### config.mk
export PLATFORM = sky130hd
export DESIGN_NAME = branch_ctrl_unit
export DESIGN_NICKNAME = d
export VERILOG_FILES = /design/src/rtl/branch_ctrl_unit_pkg.sv /design/src/rtl/branch_ctrl_unit_cond.sv /design/src/rtl/branch_ctrl_unit.sv
export SDC_FILE = /design/constraint.sdc
export NUM_CORES = 1
export LEC_CHECK = 0
export BUFFER_PORTS_ARGS = -buffer_cell sky130_fd_sc_hd__buf_2
export CAP_MARGIN = 5
export CORE_MARGIN = 4
export CORE_UTILIZATION = 25
export DETAILED_ROUTE_END_ITERATION = 8
export PLACE_DENSITY = 0.45
export RECOVER_POWER = 25
export SLEW_MARGIN = 25
export SYNTH_ARGS = -nofsm -noshare
export SYNTH_HDL_FRONTEND = slang
export SYNTH_SLANG_ARGS = --single-unit
### constraint.sdc
create_clock -name clk -period 3.32 [get_ports clk]
set_clock_uncertainty 0.05 [all_clocks]
set_input_delay 0.664 -clock clk [delete_from_list [all_inputs] [get_ports clk]]
set_output_delay 0.664 -clock clk [all_outputs]
set_load 0.02 [all_outputs]
### src/rtl/branch_ctrl_unit_pkg.sv
// Shared opcodes, condition codes, flag indices and FSM states for the
// control-flow resolution block.
package branch_ctrl_unit_pkg;

  localparam logic [3:0] OP_ADD = 4'h0;
  localparam logic [3:0] OP_SUB = 4'h1;
  localparam logic [3:0] OP_XOR = 4'h2;
  localparam logic [3:0] OP_OR  = 4'h3;
  localparam logic [3:0] OP_SLL = 4'h4;
  localparam logic [3:0] OP_SRA = 4'h5;
  localparam logic [3:0] OP_ROR = 4'h6;
  localparam logic [3:0] OP_LI  = 4'h7;
  localparam logic [3:0] OP_LW  = 4'h8;
  localparam logic [3:0] OP_SW  = 4'h9;
  localparam logic [3:0] OP_LUI = 4'hA;
  localparam logic [3:0] OP_MOV = 4'hB;
  localparam logic [3:0] OP_B   = 4'hC;
  localparam logic [3:0] OP_BR  = 4'hD;
  localparam logic [3:0] OP_NOP = 4'hE;
  localparam logic [3:0] OP_HLT = 4'hF;

  localparam logic [2:0] CC_NE = 3'b000;
  localparam logic [2:0] CC_EQ = 3'b001;
  localparam logic [2:0] CC_GT = 3'b010;
  localparam logic [2:0] CC_LT = 3'b011;
  localparam logic [2:0] CC_GE = 3'b100;
  localparam logic [2:0] CC_LE = 3'b101;
  localparam logic [2:0] CC_OV = 3'b110;
  localparam logic [2:0] CC_AL = 3'b111;

  localparam int FLAG_Z = 2;
  localparam int FLAG_V = 1;
  localparam int FLAG_N = 0;

  typedef enum logic [1:0] {
    ST_IDLE      = 2'd0,
    ST_FLAG_WAIT = 2'd1,
    ST_HALTED    = 2'd2
  } state_t;

  function automatic logic writes_zvn(input logic [3:0] op);
    return (op == OP_ADD) || (op == OP_SUB);
  endfunction

  function automatic logic writes_z(input logic [3:0] op);
    return (op == OP_XOR) || (op == OP_SLL) || (op == OP_SRA) || (op == OP_ROR);
  endfunction

endpackage

### src/rtl/branch_ctrl_unit_cond.sv
// Combinational evaluation of a B/BR condition code against {Z,V,N}.
module branch_cond_eval
  import branch_ctrl_unit_pkg::*;
(
  input  logic [2:0] cond,
  input  logic [2:0] flags,
  output logic       cond_met
);

  logic z;
  logic v;
  logic n;

  assign z = flags[FLAG_Z];
  assign v = flags[FLAG_V];
  assign n = flags[FLAG_N];

  always_comb begin
    cond_met = 1'b0;
    case (cond)
      CC_NE:   cond_met = !z;
      CC_EQ:   cond_met = z;
      CC_GT:   cond_met = !z && !n;
      CC_LT:   cond_met = n;
      CC_GE:   cond_met = z || (!z && !n);
      CC_LE:   cond_met = n || z;
      CC_OV:   cond_met = v;
      CC_AL:   cond_met = 1'b1;
      default: cond_met = 1'b0;
    endcase
  end

endmodule

### src/rtl/branch_ctrl_unit.sv
// Control-flow resolution: flag register, B/BR resolution with a one-cycle
// flag-hazard stall, PC redirect/flush, halt, and saturating branch counters.
module branch_ctrl_unit
  import branch_ctrl_unit_pkg::*;
#(
  parameter int ADDR_W = 16,
  parameter int CNT_W  = 16
) (
  input  logic              clk,
  input  logic              rst,
  input  logic              id_valid,
  input  logic [3:0]        id_opcode,
  input  logic [2:0]        id_cond,
  input  logic [8:0]        id_imm9,
  input  logic [ADDR_W-1:0] id_pc_plus2,
  input  logic [ADDR_W-1:0] id_rs_data,
  input  logic              ex_valid,
  input  logic [3:0]        ex_opcode,
  input  logic [2:0]        alu_flags,
  input  logic              stall_ext,
  output logic [2:0]        flags,
  output logic              stall_id,
  output logic              pc_redirect,
  output logic [ADDR_W-1:0] redirect_target,
  output logic              flush_if,
  output logic              halt,
  output logic [CNT_W-1:0]  branch_count,
  output logic [CNT_W-1:0]  taken_count
);

  function automatic logic [CNT_W-1:0] sat_inc(input logic [CNT_W-1:0] v);
    return (&v) ? v : v + 1'b1;
  endfunction

  state_t state;
  state_t state_next;

  logic                     id_is_branch;
  logic                     id_is_hlt;
  logic                     ex_writes_flags;
  logic                     cond_met;
  logic                     resolve;
  logic                     taken;
  logic signed [ADDR_W-1:0] b_offset;
  logic [ADDR_W-1:0]        b_target;

  assign id_is_branch    = id_valid && ((id_opcode == OP_B) || (id_opcode == OP_BR));
  assign id_is_hlt       = id_valid && (id_opcode == OP_HLT);
  assign ex_writes_flags = ex_valid && (writes_zvn(ex_opcode) || writes_z(ex_opcode));

  branch_cond_eval u_cond (
    .cond     (id_cond),
    .flags    (flags),
    .cond_met (cond_met)
  );

  // Word offset scaled to bytes, sign-extended; the add wraps modulo 2^ADDR_W.
  assign b_offset = {{(ADDR_W-10){id_imm9[8]}}, id_imm9, 1'b0};
  assign b_target = id_pc_plus2 + $unsigned(b_offset);

  always_comb begin
    state_next = state;
    stall_id   = 1'b0;
    resolve    = 1'b0;
    if (!rst) begin
      if (stall_ext) begin
        stall_id = 1'b1;
      end else begin
        case (state)
          ST_IDLE: begin
            if (id_is_hlt) begin
              state_next = ST_HALTED;
            end else if (id_is_branch) begin
              if (ex_writes_flags) begin
                stall_id   = 1'b1;
                state_next = ST_FLAG_WAIT;
              end else begin
                resolve = 1'b1;
              end
            end
          end
          ST_FLAG_WAIT: begin
            state_next = ST_IDLE;
            if (id_is_hlt) begin
              state_next = ST_HALTED;
            end else if (id_is_branch) begin
              resolve = 1'b1;
            end
          end
          ST_HALTED: begin
            stall_id = 1'b1;
          end
          default: begin
            state_next = ST_IDLE;
          end
        endcase
      end
    end
  end

  assign taken           = resolve && cond_met;
  assign pc_redirect     = taken;
  assign flush_if        = taken;
  assign redirect_target = !taken ? '0 :
                           (id_opcode == OP_BR) ? id_rs_data : b_target;
  assign halt            = (state == ST_HALTED);

  always_ff @(posedge clk or posedge rst) begin
    if (rst) begin
      state <= ST_IDLE;
    end else if (!stall_ext) begin
      state <= state_next;
    end
  end

  // Flag register and counters share the external-freeze qualifier.
  always_ff @(posedge clk or posedge rst) begin
    if (rst) begin
      flags        <= 3'b000;
      branch_count <= '0;
      taken_count  <= '0;
    end else if (!stall_ext) begin
      if (ex_valid) begin
        if (writes_zvn(ex_opcode)) begin
          flags <= alu_flags;
        end else if (writes_z(ex_opcode)) begin
          flags[FLAG_Z] <= alu_flags[FLAG_Z];
        end
      end
      if (resolve) begin
        branch_count <= sat_inc(branch_count);
      end
      if (taken) begin
        taken_count <= sat_inc(taken_count);
      end
    end
  end

endmodule

==> results of run 1 <==
registers in the layout, summed over array words and instances (netlist names):
name          cells
branch_count     16
flags             3
state             2
taken_count      16
area by class of cell:
class | instances | area share, %
clock buffer | 6 | 3.40
tap | 140 | 4.63
clock inverter | 2 | 0.264
sequential | 37 | 24.4
inverter | 11 | 1.09
timing repair buffer | 126 | 17.5
multi-input combinational | 266 | 48.6
cell usage in the layout, fill, tap and decap left out, drive strengths merged, types with 4 or more instances in the layout:
cell type,count
dfrtp,37
nand3,18
ha,16
and3,5
nor2,44
clkbuf,8
a21oi,17
a211oi,8
buf,124
o21ai,14
nand2,30
xnor2,14
mux2,4
nor3,14
xor2,21
inv,11
nand4,7
nor2b,4
layer usage:
metal / global-route usage (%) / up-vias
li1: - / 1404
met1: 17.3 / 1335
met2: 21.2 / 60
met3: 2.54 / 11
met4: 2.61 / 0
met5: 0 / -
critical path, stage by stage:
cell	delay, ps
buf_2	100
ha_2	180
inv_1	60
fa_2	220
nor2b_4	50
o31a_4	310
o2111ai_4	220
a32oi_1	140
xnor2_1	170
a211oi_2	210
buf_4	170
kinds of logic (layout without fill, tap and decap cells):
kind of cell | count (synthesis) | in the layout
compound gates | 68 | 68
xor+xnor | 35 | 35
simple gates | 141 | 141
buf+inv | 18 | 145
flops | 37 | 37
fa+ha+maj | 17 | 17
mux | 5 | 5
final timing paths:
kind	end	slack [ps]	cells past startpoint
worst min register to register	taken_count[12]	430	1
max in group asynchronous	branch_count[3]	870	3
min in group asynchronous	taken_count[12]	1180	3
worst max register to register	taken_count[14]	1230	7
worst min-delay path	taken_count[12]	430	1
worst max-delay path	redirect_target[13]	100	11
timing repair:
item / CTS / global route
pin swaps: 0 / 3
gates resized for setup: 1 / 7
setup buffers: 0 / 0
setup endpoints to repair: 1 / 4
through the flow:
step,utilization [%],power [mW],TNS (ps),hold WS [ps],instances
floorplan,-,0.716,0,422,321
global placement,33.1,0.838,0,422,580
detailed placement,33.1,0.842,-2.54,426,580
CTS,34.4,1.30,0,436,588
global route,34.6,1.37,-25.0,454,588
finish,34.6,1.29,0,432,588
power groups by stage:
stage | clock network [mW] | logic (mW) | registers, mW
floorplan | 0 | 0.182 | 0.534
global placement | 0 | 0.325 | 0.513
detailed placement | 0 | 0.327 | 0.514
CTS | 0.466 | 0.329 | 0.507
global route | 0.493 | 0.371 | 0.511
finish | 0.455 | 0.331 | 0.507
==> metrics.csv, run 1 <==
metric,value,unit
outcome,finished with violations,
failing checks,"max-capacitance violations, max-slew violations",
met2 WL post-DR,4.04,mm
Slew Limit Headroom,-36.2,%
Final WS setup,97.1,ps
cts bufs inserted,5,
Required @ worst endpoint,2610,ps
sequential area share after synthesis,32.9,%
register area,926,µm²
DR vias,2810,
worst flop-to-flop path startpoint,flags[2],
htree depth,2,
met1 WL,3.89,mm
Synth top area share,32.9,%
worst slack at placement,-2.54,ps
area delta synth->final,34.5,%
Synth cell types,64,
Post-synth ARST share,100,%
min Tclk post-route,3220,ps
Final Cycle Share,97.1,%
global-route wire length before repair,13.6,mm
RSZ-0062 raised after global routing,yes,
Placed Area,3620,µm²
clk_lat worst skew,280,ps
maximum VDD drop,0.000171,V
Leak,1.97,nW
Die Area,13000,µm²
GRT Overall Usage,12.8,%
crit path from,id_imm9[0],
Power Density,341,nW/µm²
IO Pins,115,
Clock Power Share,35.2,%
Nets,524,
final setup fails,0,
vias in the first global route,2741,
"Hold Violations, Final",0,
syn_nets,398,
switch share,30.9,%
Die W,114,µm
wire length per cell,14.3,µm
Slew Limit Fails,38,
post-layout instance area,3790,µm²
max cap viols,1,
commonest cells in the netlist,"nor2_1, dfrtp_1, nand2_1",
cell area after synthesis,2820,µm²
xor and xnor area share after synthesis,10.9,%
Multi-input gate area,1840,µm²
DR iter-0 viols,58,
drt via density,4.78,
crit end category,primary output,
Die H,114,µm
WL met3,358,µm
Int Pwr,0.894,mW
GRT overflow,0,
Mean Syn Cell Area,8.77,µm²
Comb pwr share,25.6,%
CORE AREA,10900,µm²
Min-Delay Path Class,reg2reg,
Setup crit start kind,primary input,
port buffer count,114,
CTS Root Cell,clkbuf_16,
site row count,38,
mux contribution to synthesized area,1.96,%
initial core utilization,25.7,%
Synth Area in Adders,7.82,%
DP Wirelength,6.76,mm
routability cong.,0.765,
Sw Pwr,0.399,mW
CTS tree,built,
ANT nets after route,0,
Max Freq,0.310,GHz
Post-synth top flop,dfrtp_1,
Synth area leader,dfrtp_1,
initial antenna violation count,0,
yosys warns,0,
"EDFF count, synth",0,
Slew @ Worst Pin,2040,ps
detailed-route DRC error count,0,
Critical Path AT,2510,ps
maximum clock path buffer count,2,
simple-gate area share of the yosys netlist,25.8,%
Seq pwr share,39.2,%
largest net degree at the start of global routing,38,
combinational family with the most area after synthesis,simple AND/OR/NAND/NOR gates,
max layer used,met4,
Post-Synthesis Cells,321,
Synth Area in Compound Gates,17.8,%
crit path kind,in2out,
Synth Register Bits,37,
"count leader, synth",nor2_1,
"CTS clk-pin slew, worst paths",60,ps
CTS hold repair buffers,0,
antenna cells,0,
clk sink count,37,
1st-pass router iterations,4,
final wirelength,8.40,mm
share of layout cells above drive strength 1,34.8,%
"top cells by area, synth","dfrtp_1, ha_1, xor2_1",
CP Max Fanout,5,
fillcell total,1169,
Worst Hold Launch,taken_count[12],
Note: power is estimated with default switching activity, not from simulation.
==> run 2: changes to the inputs <==
--- a/config.mk
+++ b/config.mk
@@ -5,7 +5,7 @@
 export SDC_FILE = /design/constraint.sdc
 export NUM_CORES = 1
 export LEC_CHECK = 0
-export BUFFER_PORTS_ARGS = -buffer_cell sky130_fd_sc_hd__buf_2
+export BUFFER_PORTS_ARGS = -buffer_cell sky130_fd_sc_hd__buf_4
 export CAP_MARGIN = 5
 export CORE_MARGIN = 4
 export CORE_UTILIZATION = 25
==> run 2 against run 1 <==
  * The flow still finishes with violations (max-capacitance violations, max-slew violations)
  * Clock-buffer cell count grew 1
  * Die area is the same
  * Non-clock buffer count shrank 2
  * Hold slack lost 35 ps
  * First-iteration DRC count grew 84%
  * Critical path type unchanged
==> metrics.csv, run 2 (synthesized netlist as in run 1, its figures left out) <==
metric,value,unit,change
Die H,114,µm,unchanged
CTS tree,built,,unchanged
initial core utilization,25.7,%,unchanged
Final Cycle Share,98.1,%,was 97.1%
Worst R2R End,taken_count[1],,was taken_count[14]
Post-CTS Setup Bufs,0,,unchanged
"Hold Violations, Final",0,,unchanged
reg2reg setup slack,1310,ps,was 1230 ps
Slew Limit Fails,29,,was 38
GRT Overall Usage,13.5,%,was 12.8%
Power Density,330,nW/µm²,was 341 nW/µm²
most frequent cells in the layout,"buf_4, nor2_1, dfrtp_1, nand2_1, xor2_1",,"was buf_2, nor2_1, dfrtp_1, nand2_1, xor2_1"
Die W,114,µm,unchanged
Placed Cells,578,,was 580
most frequent CP cell,buf_4,,
max cap viols,1,,unchanged
Hold WS,397,ps,was 432 ps
Non-Filler Instances,585,,was 588
failing checks,"max-capacitance violations, max-slew violations",,unchanged
CP max-delay cell,o31a_4,,unchanged
area delta synth->final,44.0,%,was 34.5%
Layout Utilization,37.1,%,was 34.6%
Worst R2R Path Depth,5,,was 7
1st-pass router iterations,4,,unchanged
Final WS setup,64.4,ps,was 97.1 ps
fillcell total,1177,,was 1169
detailed-route DRC error count,0,,unchanged
global-route wire length before repair,14.4,mm,was 13.6 mm
RSZ-0062 raised after global routing,yes,,unchanged
GRT overflow,0,,unchanged
crit path kind,in2out,,unchanged
met2 Usage GRT,21.7,%,was 21.2%
ANT nets after route,0,,unchanged
wire length per cell,14.9,µm,was 14.3 µm
CP max stage delay,310,ps,about the same
port buffer count,114,,unchanged
Nets,522,,was 524
Tot Pwr,1.34,mW,was 1.29 mW
final wirelength,8.74,mm,was 8.40 mm
CTS Root Cell,clkbuf_16,,unchanged
worst flop-to-flop path startpoint,taken_count[4],,was flags[2]
Slew Limit Headroom,-4.79,%,was -36.2%
maximum clock path buffer count,2,,unchanged
DR iter-0 viols,107,,was 58
maximum VDD drop,0.000166,V,was 0.000171 V
CORE AREA,10900,µm²,unchanged
Max Freq,0.307,GHz,was 0.310 GHz
"most common cell after layout, fill and taps aside",buf_4,,was buf_2
DR vias,2827,,was 2810
Die Area,13000,µm²,unchanged
clk_lat worst skew,280,ps,about the same
site row count,38,,unchanged
outcome,finished with violations,,unchanged
Final TNS setup,0,ps,unchanged
routability cong.,0.730,,was 0.765
antenna cells,0,,unchanged
"CTS clk-pin slew, worst paths",60,ps,about the same
IO Pins,115,,unchanged
share of layout cells above drive strength 1,34.4,%,was 34.8%
gr busiest metal,met2,,unchanged
Required @ worst endpoint,2610,ps,about the same
Setup crit start kind,primary input,,unchanged
largest net degree at the start of global routing,29,,was 38
vias in the first global route,2716,,was 2741
cts bufs inserted,5,,unchanged
htree depth,2,,unchanged
Min-Delay Path Class,in2async,,was reg2reg
Placed Area,3890,µm²,was 3620 µm²
CTS hold repair buffers,0,,unchanged
Critical Path AT,2540,ps,was 2510 ps
top flop regs,"branch_count: 16 flops, taken_count: 16 flops, flags: 3 flops",,unchanged
"critical path, cell by cell",buf_4 -> ha_1 -> inv_1 -> fa_2 -> nor2b_4 -> o31a_4 -> o2111ai_4 -> nand2_1 -> or3_1 -> o2111a_1 -> buf_4,,was buf_2 -> ha_2 -> inv_1 -> fa_2 -> nor2b_4 -> o31a_4 -> o2111ai_4 -> a32oi_1 -> xnor2_1 -> a211oi_2 -> buf_4
CP Max Fanout,5,,unchanged
Leak,2.02,nW,was 1.97 nW
Slew @ Worst Pin,1570,ps,was 2040 ps
worst slack at placement,-6.19,ps,was -2.54 ps
final setup fails,0,,unchanged
crit end category,primary output,,unchanged
post-layout instance area,4050,µm²,was 3790 µm²
met1 usage,18.9,%,was 17.3%
clk sink count,37,,unchanged
M3 GR Usage,2.54,%,unchanged
min Tclk post-route,3260,ps,was 3220 ps
drt via density,4.83,,was 4.78
initial antenna violation count,0,,unchanged
DP Wirelength,7.08,mm,was 6.76 mm
[run 2: cell count changes in the layout (fill, tap and decap cells not counted), sizes merged]
cell,delta
clkinv,-2
clkbuf,+1
buf,-2
[run 2: repair_timing]
action	in CTS	in global routing
pin swaps	1	1
gates resized for setup	0	5
endpoints found under the setup margin	1	5
[run 2: critical path, delay by kind of cell]
kind / cells / cell delay [ps]
buffers and inverters: 3 / 330
AND/OR/NAND/NOR: 3 / 450
AO/OA/AOI/OAI: 3 / 660
adder cells (fa/ha/maj): 2 / 420
[run 2: report_power, final]
group | internal, mW | switching [mW] | leakage [nW]
combinational | 0.174 | 0.187 | 1.45
clock | 0.295 | 0.175 | 0.0700
sequential | 0.475 | 0.0325 | 0.496
[run 2: final cells by class]
class	instances	area [µm²]	area share, %
clock buffer	7	143	3.52
inverter	11	41.3	1.02
multi-input combinational	266	1850	45.5
sequential	37	926	22.8
tap	140	175	4.32
timing repair buffer	124	923	22.8
[run 2: routing by layer]
| metal | part of all wire, % | routed length, µm | vias to the layer above |
|---|---|---|---|
| met5 | 0 | 0 | - |
| met4 | 1.2 | 104 | 0 |
| met3 | 5.2 | 456 | 12 |
| met2 | 47 | 4110 | 73 |
| met1 | 47 | 4070 | 1340 |
| li1 | - | - | 1402 |
[run 2: how the worst max path moves through the flow]
stage	endpoint	from	slack [ps]
final	redirect_target[11]	id_imm9[0]	60
after global routing	redirect_target[13]	id_imm9[0]	-10
after CTS	redirect_target[13]	id_imm9[0]	0.2
after detailed placement	redirect_target[13]	id_imm9[0]	-6
after global placement	redirect_target[13]	id_imm9[0]	10
after floorplan	redirect_target[15]	id_imm9[0]	100
